`src/rtl/rx_frame_loader.sv`:
```
// Frame loader: stores one IMG_W*IMG_H byte frame from the UART receiver
// into the image RAM, then starts the down-sampler and waits for it.
module rx_frame_loader #(
  parameter int IMG_W   = 256,
  parameter int IMG_H   = 256,
  parameter int ADDR_W  = 16,
  parameter int TIMEOUT = 1000000,
  parameter int TO_W    = 20
) (
  input  logic              clk,
  input  logic              rst,
  input  logic              rx_done,
  input  logic [7:0]        rx_data,
  input  logic              ds_done,
  input  logic              err_clr,
  output logic              ram_we,
  output logic [ADDR_W-1:0] ram_addr,
  output logic [7:0]        ram_wdata,
  output logic              ds_start,
  output logic              loading,
  output logic              ds_busy,
  output logic              err_overrun,
  output logic              err_timeout
);

  localparam logic [1:0] IDLE  = 2'd0;
  localparam logic [1:0] LOAD  = 2'd1;
  localparam logic [1:0] START = 2'd2;
  localparam logic [1:0] WAIT  = 2'd3;

  localparam int TOTAL = IMG_W * IMG_H;
  localparam logic [ADDR_W:0] LAST = (ADDR_W+1)'(TOTAL - 1);
  localparam logic [TO_W-1:0] TO_MAX = TO_W'(TIMEOUT - 1);

  logic              s1, s2, s3;
  logic              byte_evt;
  logic [1:0]        state;
  logic [ADDR_W:0]   count;
  logic [TO_W-1:0]   to_cnt;
  logic              set_ovr;
  logic              set_to;

  // rx_done lives in the receiver's tick domain; only its rising edge matters
  always_ff @(posedge clk or posedge rst) begin
    if (rst) begin
      s1 <= 1'b0;
      s2 <= 1'b0;
      s3 <= 1'b0;
    end else begin
      s1 <= rx_done;
      s2 <= s1;
      s3 <= s2;
    end
  end

  assign byte_evt = s2 & ~s3;

  assign set_ovr = byte_evt & ((state == START) | (state == WAIT));
  assign set_to  = (state == LOAD) & ~byte_evt & (to_cnt == TO_MAX);

  always_ff @(posedge clk or posedge rst) begin
    if (rst) begin
      state     <= IDLE;
      count     <= '0;
      to_cnt    <= '0;
      ram_we    <= 1'b0;
      ram_addr  <= '0;
      ram_wdata <= '0;
    end else begin
      ram_we <= 1'b0;
      unique case (state)
        IDLE: begin
          to_cnt <= '0;
          if (byte_evt) begin
            ram_we    <= 1'b1;
            ram_addr  <= '0;
            ram_wdata <= rx_data;
            count     <= (ADDR_W+1)'(1);
            state     <= (LAST == '0) ? START : LOAD;
          end
        end
        LOAD: begin
          if (byte_evt) begin
            ram_we    <= 1'b1;
            ram_addr  <= count[ADDR_W-1:0];
            ram_wdata <= rx_data;
            count     <= count + 1'b1;
            to_cnt    <= '0;
            if (count == LAST) state <= START;
          end else if (to_cnt == TO_MAX) begin
            to_cnt <= '0;
            count  <= '0;
            state  <= IDLE;
          end else begin
            to_cnt <= to_cnt + 1'b1;
          end
        end
        START: begin
          to_cnt <= '0;
          state  <= WAIT;
        end
        WAIT: begin
          to_cnt <= '0;
          if (ds_done) begin
            count <= '0;
            state <= IDLE;
          end
        end
        default: state <= IDLE;
      endcase
    end
  end

  // a flag being set in the same cycle as err_clr stays set
  always_ff @(posedge clk or posedge rst) begin
    if (rst) begin
      err_overrun <= 1'b0;
      err_timeout <= 1'b0;
    end else begin
      if (set_ovr) err_overrun <= 1'b1;
      else if (err_clr) err_overrun <= 1'b0;
      if (set_to) err_timeout <= 1'b1;
      else if (err_clr) err_timeout <= 1'b0;
    end
  end

  assign loading  = (state == LOAD);
  assign ds_start = (state == START);
  assign ds_busy  = (state == START) | (state == WAIT);

endmodule

```
`config.mk`:
```
export PLATFORM = sky130hd
export DESIGN_NAME = rx_frame_loader
export DESIGN_NICKNAME = d
export VERILOG_FILES = /design/src/rtl/rx_frame_loader.sv
export SDC_FILE = /design/constraint.sdc
export NUM_CORES = 1
export LEC_CHECK = 0
export ABC_AREA = 1
export BUFFER_PORTS_ARGS = -buffer_cell sky130_fd_sc_hd__buf_2
export CORE_MARGIN = 2
export CORE_UTILIZATION = 25
export DETAILED_ROUTE_END_ITERATION = 8
export PLACE_DENSITY = 0.39
export SYNTH_ARGS = -nofsm -noshare
export SYNTH_HDL_FRONTEND = slang
export SYNTH_SLANG_ARGS = --single-unit
```
`constraint.sdc`:
```
create_clock -name clk -period 2.3 [get_ports clk]
set_clock_uncertainty 0.2 [all_clocks]
set_input_delay 0.23 -clock clk [delete_from_list [all_inputs] [get_ports clk]]
set_output_delay 0.23 -clock clk [all_outputs]
set_load 0.005 [all_outputs]
```
==> results.toml, run 1 <==
[outcome]
status = "complete, no violations"

[final_layout]
postLayoutCellArea_um2 = 4320
drive_gt1_share_pct = 23.1
instances_no_fill = 657
diodes = 0
area_delta_synth_final_pct = 24.4
num-fill-cells = 1476
final_cell_mix = "nand2_1 (108), dfrtp_1 (69), nor2_1 (47)"
fin_nets = 488
final_common_cell = "nand2_1"

[cts]
clk_pin_slew_worst_paths_ns = 0.06
clk_latency_ns = 0.33
htreeDepth = 3
clock-root-buffer = "clkbuf_16"
cts.sinks = 69
clockBufferDepth = 2
cts_tree = "yes"
numCtsBuffers = 9

[min_path]
hp-start = "s1"
hold_end = "s2"
hold_path.class = "reg -> reg"
min_path_cells = 0

[timing]
setup_viol = 0
hold_violations = 0
relSlewSlack_pct = 64.0
fmax_mhz = 478
period_share_pct = 90.9
worst_slew_pin_slew_ns = 0.536
slew_viol_final = 0
fin_crit_ns = 2.09
worst_hold_slack_ns = 0.157
fin_tns_setup_ns = 0

[routing]
drc = 0
num_vias = 2825
drt-initial-drc-count = 115
wl_um = 8500
first_pass_iters = 4
wl_per_cell_um = 12.9
postRouteAntennaNets = 0
viasPerCell = 4.30

[die]
ios = 43
die-height_um = 122
fp.dieW_um = 122
coreArea_um2 = 13700
core.rowCount = 43
die_area_um2 = 14800
start_util_pct = 25.3

[yosys]
yosys.area.top_type = "dfrtp_1"
yosys_warnings = 0
async_flop_share_pct = 100
ys.flop_type = "dfrtp_1"
yosys.area.top_type_share_pct = 49.7
synth.cell_area_um2 = 3470
syn_area_per_cell_um2 = 8.51
synth_seq_area_share_pct = 49.7
syn_nets = 424
netlist_top_cells_area = "dfrtp_1 (50%), nand2_1 (12%), nor2_1 (5.1%)"
synthCells = 408
synth_edf_count = 0
ys_ff_latch = 69
synth.distinct_cells = 38

[critical_path]
reg2reg_depth = 12
critPathRequiredTime_ns = 2.32
reg2reg_from = "count[1]"
arrival_ns = 2.12
r2r-end = "state[0]"
critPathCaptureType = "flop"
crit_type = "reg -> reg"
cp_max_fo = 3
critPathLaunchType = "flop"
r2r_setup_slack_ns = 0.21

[placement]
dpl.hpwl_um = 5970
io_buffers = 42
dp_cells = 629
place.gp.congestion = 0.793
placed_area_um2 = 3910

[global_route]
grt_max_degree = 70
antenna_found_initial = 0
grt_pass1_vias = 2880
grt-ovfl-total = 0
grt_usage_pct = 12.8
grt_pass1_wl_um = 14600

[power_and_ir_drop]
cellPowerDensity_nw_per_um2 = 849
total_leakage_power_nw = 1.94
peakVddDrop_v = 0.000327

[run]
max_cap_violations = 0
-- power by group --
part           total (mW)  internal, mW  switching [mW]
Clock                1.30         0.783           0.520
Combinational       0.934         0.326           0.608
Sequential           1.43          1.34          0.0900
-- cell type report --
class	instances	area, µm²	share of cell area, %
inverters	43	176	4.08
clock inverters	4	22.5	0.521
flip-flops and latches	69	1730	40.0
clock buffers	12	256	5.94
multi-input cells	288	1520	35.2
repair buffers	61	393	9.10
well taps	180	225	5.21
-- kinds of logic after synthesis --
| group | count (synthesis) | synth area share (%) |
|---|---|---|
| xor+xnor | 13 | 3.28 |
| flops | 69 | 49.7 |
| compound gates | 39 | 6.41 |
| simple gates | 233 | 32.7 |
| fa+ha+maj | 3 | 1.08 |
| buf+inv | 51 | 6.78 |
-- Yosys cell counts (5+ instances only) --
master	number
a21oi_1	5
dfrtp_1	69
inv_1	32
inv_2	9
nand2_1	108
nand2_2	14
nand3_1	23
nand4_1	8
nor2_1	47
nor3_1	11
o21ai_0	7
o21ai_1	19
xor2_1	12
-- state kept, by name, summed over array words and instances (netlist names), named ones only --
name         cells
s1               1
ram_addr        16
count           17
err_overrun      1
err_timeout      1
s3               1
ram_wdata        8
s2               1
to_cnt          20
ram_we           1
state            1
-- worst max-delay path by stage --
stage	depth (start not counted)	end	startpoint	slack (ns)
after floorplan	1	async pin	rst	0.13
after global routing	12	state[0]	count[1]	-0.004
final	12	state[0]	count[1]	0.21
after CTS	12	state[0]	count[1]	0.06
after global placement	12	state[0]	count[0]	0.13
after detailed placement	12	state[0]	count[1]	0.08
-- per-stage QoR --
stage | total power, mW | utilization (%) | setup slack, ns
2_1_floorplan | 2.15 | - | 0.130
4_1_cts | 3.75 | 31.4 | 0.0643
3_3_place_gp | 2.39 | 28.5 | 0.133
6_report | 3.67 | 31.5 | 0.209
5_1_grt | 3.92 | 31.5 | -0.00413
3_5_place_dp | 2.39 | 28.5 | 0.0811
-- metal layers --
metal  routed length [µm]  share of wire, %  up-vias  track usage [%]
met1                 3900                46     1359             15.2
met5                    0                 0        -                0
met2                 4220                50       22             21.8
li1                     -                 -     1433                -
met3                  258               3.0       11             4.17
met4                  123               1.4        0             4.31
-- worst max-delay path, cell delays in order (launching register included) --
cell and delay (ns):
dfrtp_1 0.35, ha_1 0.16, nand2_1 0.10, nor3_2 0.17
inv_2 0.06, nor2_1 0.11, nand3_1 0.09, nor3_2 0.12
ha_1 0.17, inv_1 0.05, a21oi_2 0.14, nand3_1 0.10
and2_1 0.15
-- what timing repair did --
action / 4_1_cts / 5_1_grt
endpoints found under the setup margin: 0 / 2
gates resized for setup: 0 / 2
setup buffers: 0 / 1
hold buffers: 11 / 0
hold endpoints to repair: 80 / 0
Note: power is estimated with default switching activity, not from simulation.
==> inputs of run 2 (changes only) <==
--- a/config.mk
+++ b/config.mk
@@ -5,10 +5,10 @@
 export SDC_FILE = /design/constraint.sdc
 export NUM_CORES = 1
 export LEC_CHECK = 0
-export ABC_AREA = 1
 export BUFFER_PORTS_ARGS = -buffer_cell sky130_fd_sc_hd__buf_2
 export CORE_MARGIN = 2
 export CORE_UTILIZATION = 25
+export CTS_BUF_LIST = sky130_fd_sc_hd__clkbuf_16
 export DETAILED_ROUTE_END_ITERATION = 8
 export PLACE_DENSITY = 0.39
 export SYNTH_ARGS = -nofsm -noshare
==> run 2 against run 1 <==
The flow now finishes with violations (setup timing). Area after synthesis shrank 9.3%. Core utilization grew 3.3 points. Design area shrank 2.2%. Largest power group unchanged. Die area shrank 9.0%. Non-clock buffer count grew 27. Sequential cell count is the same. Power grew 10%. Sequential share of layout area grew 0.90 points. Via count shrank 6.1%. Combinational power grew 12%.
==> results.toml, run 2 <==
[outcome]
status = "complete, but fails checks"
violations = "setup timing"

[global_route]
grt_max_degree = 35
grt-ovfl-total = 0
antenna_found_initial = 0
grt_pass1_wl_um = 13400
grt_usage_pct = 12.8
grt_pass1_vias = 2726

[cts]
clockBufferDepth = 2
clk_pin_slew_worst_paths_ns = 0.06
cts_tree = "yes"
cts.sinks = 69
clock-root-buffer = "clkbuf_16"
htreeDepth = 3
numCtsBuffers = 9
clk_latency_ns = 0.33

[die]
die-height_um = 116
start_util_pct = 25.9
coreArea_um2 = 12200
die_area_um2 = 13500
core.rowCount = 40
ios = 43
fp.dieW_um = 116

[min_path]
hold_end = "err_overrun"
hold_path.class = "in -> reg"
min_path_cells = 3
hp-start = "err_clr"

[timing]
fmax_mhz = 434
relSlewSlack_pct = 59.0
fin_tns_setup_ns = -0.00309
setup_viol = 1
fin_crit_ns = 2.30
hold_violations = 0
slew_viol_final = 0
period_share_pct = 100
worst_slack_ns = -0.00309
rsz0062_at_grt = "yes"
worst_slew_pin_slew_ns = 0.609

[run]
max_cap_violations = 0

[yosys]
synthCells = 311
ys.flop_type = "dfrtp_1"
yosys_warnings = 0
ys_ff_latch = 69
syn_nets = 327
syn_area_per_cell_um2 = 10.1
synth.distinct_cells = 47
synth_edf_count = 0
synth_common_cells = "dfrtp_1 (69), nand2_1 (45), nor2_1 (20)"
synth_seq_area_share_pct = 54.8
async_flop_share_pct = 100
synth.cell_area_um2 = 3150
netlist_top_cells_area = "dfrtp_1 (55%), nand2_1 (5.4%), a22o_1 (4.5%)"
yosys.area.top_type = "dfrtp_1"
synth.most_common_cell = "dfrtp_1"
yosys.area.top_type_share_pct = 54.8

[critical_path]
critPathRequiredTime_ns = 2.32
r2r_setup_slack_ns = -0.003
cp_max_fo = 5
reg2reg_from = "to_cnt[11]"
critPathMaxStageDelay_ns = 0.58
crit_top_cell = "or4_4"
path_buf_inv = 0
arrival_ns = 2.32
crit_path_start = "to_cnt[11]"
crit_path_cell_trace = "or4_4 -> or4_4 -> a21o_4 -> a211o_1"
reg2reg_depth = 4
critical_path.top_delay_family = "simple AND/OR/NAND/NOR gates"
slowest_stage = "or4_4"
critPathCaptureType = "flop"
critPathLaunchType = "flop"
r2r-end = "count[13]"
crit_type = "reg -> reg"

[final_layout]
fin_nets = 410
drive_gt1_share_pct = 26.1
diodes = 0
final_cell_mix = "dfrtp_1 (69), nand2_1 (45), buf_2 (42)"
area_delta_synth_final_pct = 34.2
largest_reg_flops = 20
max_flop_register = "to_cnt"
top_regs = "to_cnt: 20 flops, count: 17 flops, ram_addr: 16 flops"
final_common_cell = "dfrtp_1"
num-fill-cells = 1275

[routing]
num_vias = 2654
drc = 0
drt-initial-drc-count = 142
wl_um = 7800
postRouteAntennaNets = 0
first_pass_iters = 4
viasPerCell = 4.68
wl_per_cell_um = 13.8

[power_and_ir_drop]
cellPowerDensity_nw_per_um2 = 958
total_leakage_power_nw = 1.94
peakVddDrop_v = 0.000338
fin_total_pwr_mw = 4.05

[placement]
place.gp.congestion = 0.734
io_buffers = 42
dp_slack_ns = -0.0202
dpl.hpwl_um = 5220
==> run 2: changes by cell type in the layout (fill, tap and decap cells not counted), moves of 9 or more <==
cell | previous run | this run
nand3_1 | 23 | 14
nor2_1 | 47 | 20
buf_4 | 7 | 31
a31oi_1 | 0 | 10
inv_1 | 31 | 11
nand2_1 | 108 | 45
a22o_1 | 2 | 16
nand2_2 | 14 | 0
o21ai_1 | 19 | 1
a21oi_1 | 4 | 15
inv_2 | 10 | 1
==> run 2: cell type report <==
| cell class | instances | area [µm²] | share of cell area, % |
|---|---|---|---|
| sequential | 69 | 1730 | 40.9 |
| tap | 168 | 210 | 4.98 |
| clock buffer | 9 | 225 | 5.33 |
| inverter | 11 | 41.3 | 0.977 |
| timing repair buffer | 88 | 633 | 15.0 |
| multi-input combinational | 215 | 1330 | 31.5 |
| clock inverter | 7 | 58.8 | 1.39 |
==> run 2: power by group <==
group	internal (mW)	total, mW	switching (mW)	leakage [nW]
Combinational	0.522	1.05	0.532	0.894
Sequential	1.48	1.66	0.173	0.902
Clock	0.823	1.33	0.510	0.145
==> run 2: layer usage <==
metal	vias up	track usage [%]	wire, µm
li1	1295	-	-
met1	1304	16.7	3780
met2	43	20.6	3670
met3	12	3.27	226
met4	0	4.52	130
met5	-	0	0
==> run 2: cell families after synthesis <==
| logic type | Yosys count | share of synthesized area [%] |
|---|---|---|
| AOI/OAI and AO/OA | 74 | 16.8 |
| DFF | 69 | 54.8 |
| buffers and inverters | 27 | 3.62 |
| xor gates and xnor gates | 12 | 3.34 |
| adders and majority gates | 3 | 1.19 |
| and+or+nand+nor | 126 | 20.2 |
==> run 2: stage by stage <==
stage	util (%)	area, µm²	hold WS, ns	instances
after CTS	34.6	4210	0.0453	567
after detailed placement	31.3	3800	0.0707	539
after global routing	34.7	4220	0.0596	567
after floorplan	-	3150	0.0614	311
final	34.7	4220	0.0531	567
after global placement	31.3	3800	0.0653	539
==> run 2: worst max path at each step <==
| stage | end | slack (ns) | depth (start not counted) |
|---|---|---|---|
| 2_1_floorplan | count[13] | -0.02 | 5 |
| 3_3_place_gp | count[13] | 0.006 | 4 |
| 3_5_place_dp | count[13] | -0.02 | 4 |
| 4_1_cts | count[13] | 0.003 | 4 |
| 5_1_grt | count[13] | -0.05 | 4 |
| 6_report | count[13] | -0.003 | 4 |
==> run 2: what timing repair did <==
item,4_1_cts,5_1_grt
hold buffers,11,0
endpoints found under the setup margin,2,14
resized for setup,2,4
buffers inserted,1,0
pin swaps,1,4
endpoints found under the hold margin,25,0
==> run 2: worst min-delay path, delay by kind of cell <==
| kind | cells | cell delay [ns] |
|---|---|---|
| AOI/OAI and AO/OA | 1 | 0.14 |
| buffers and inverters | 2 | 0.19 |
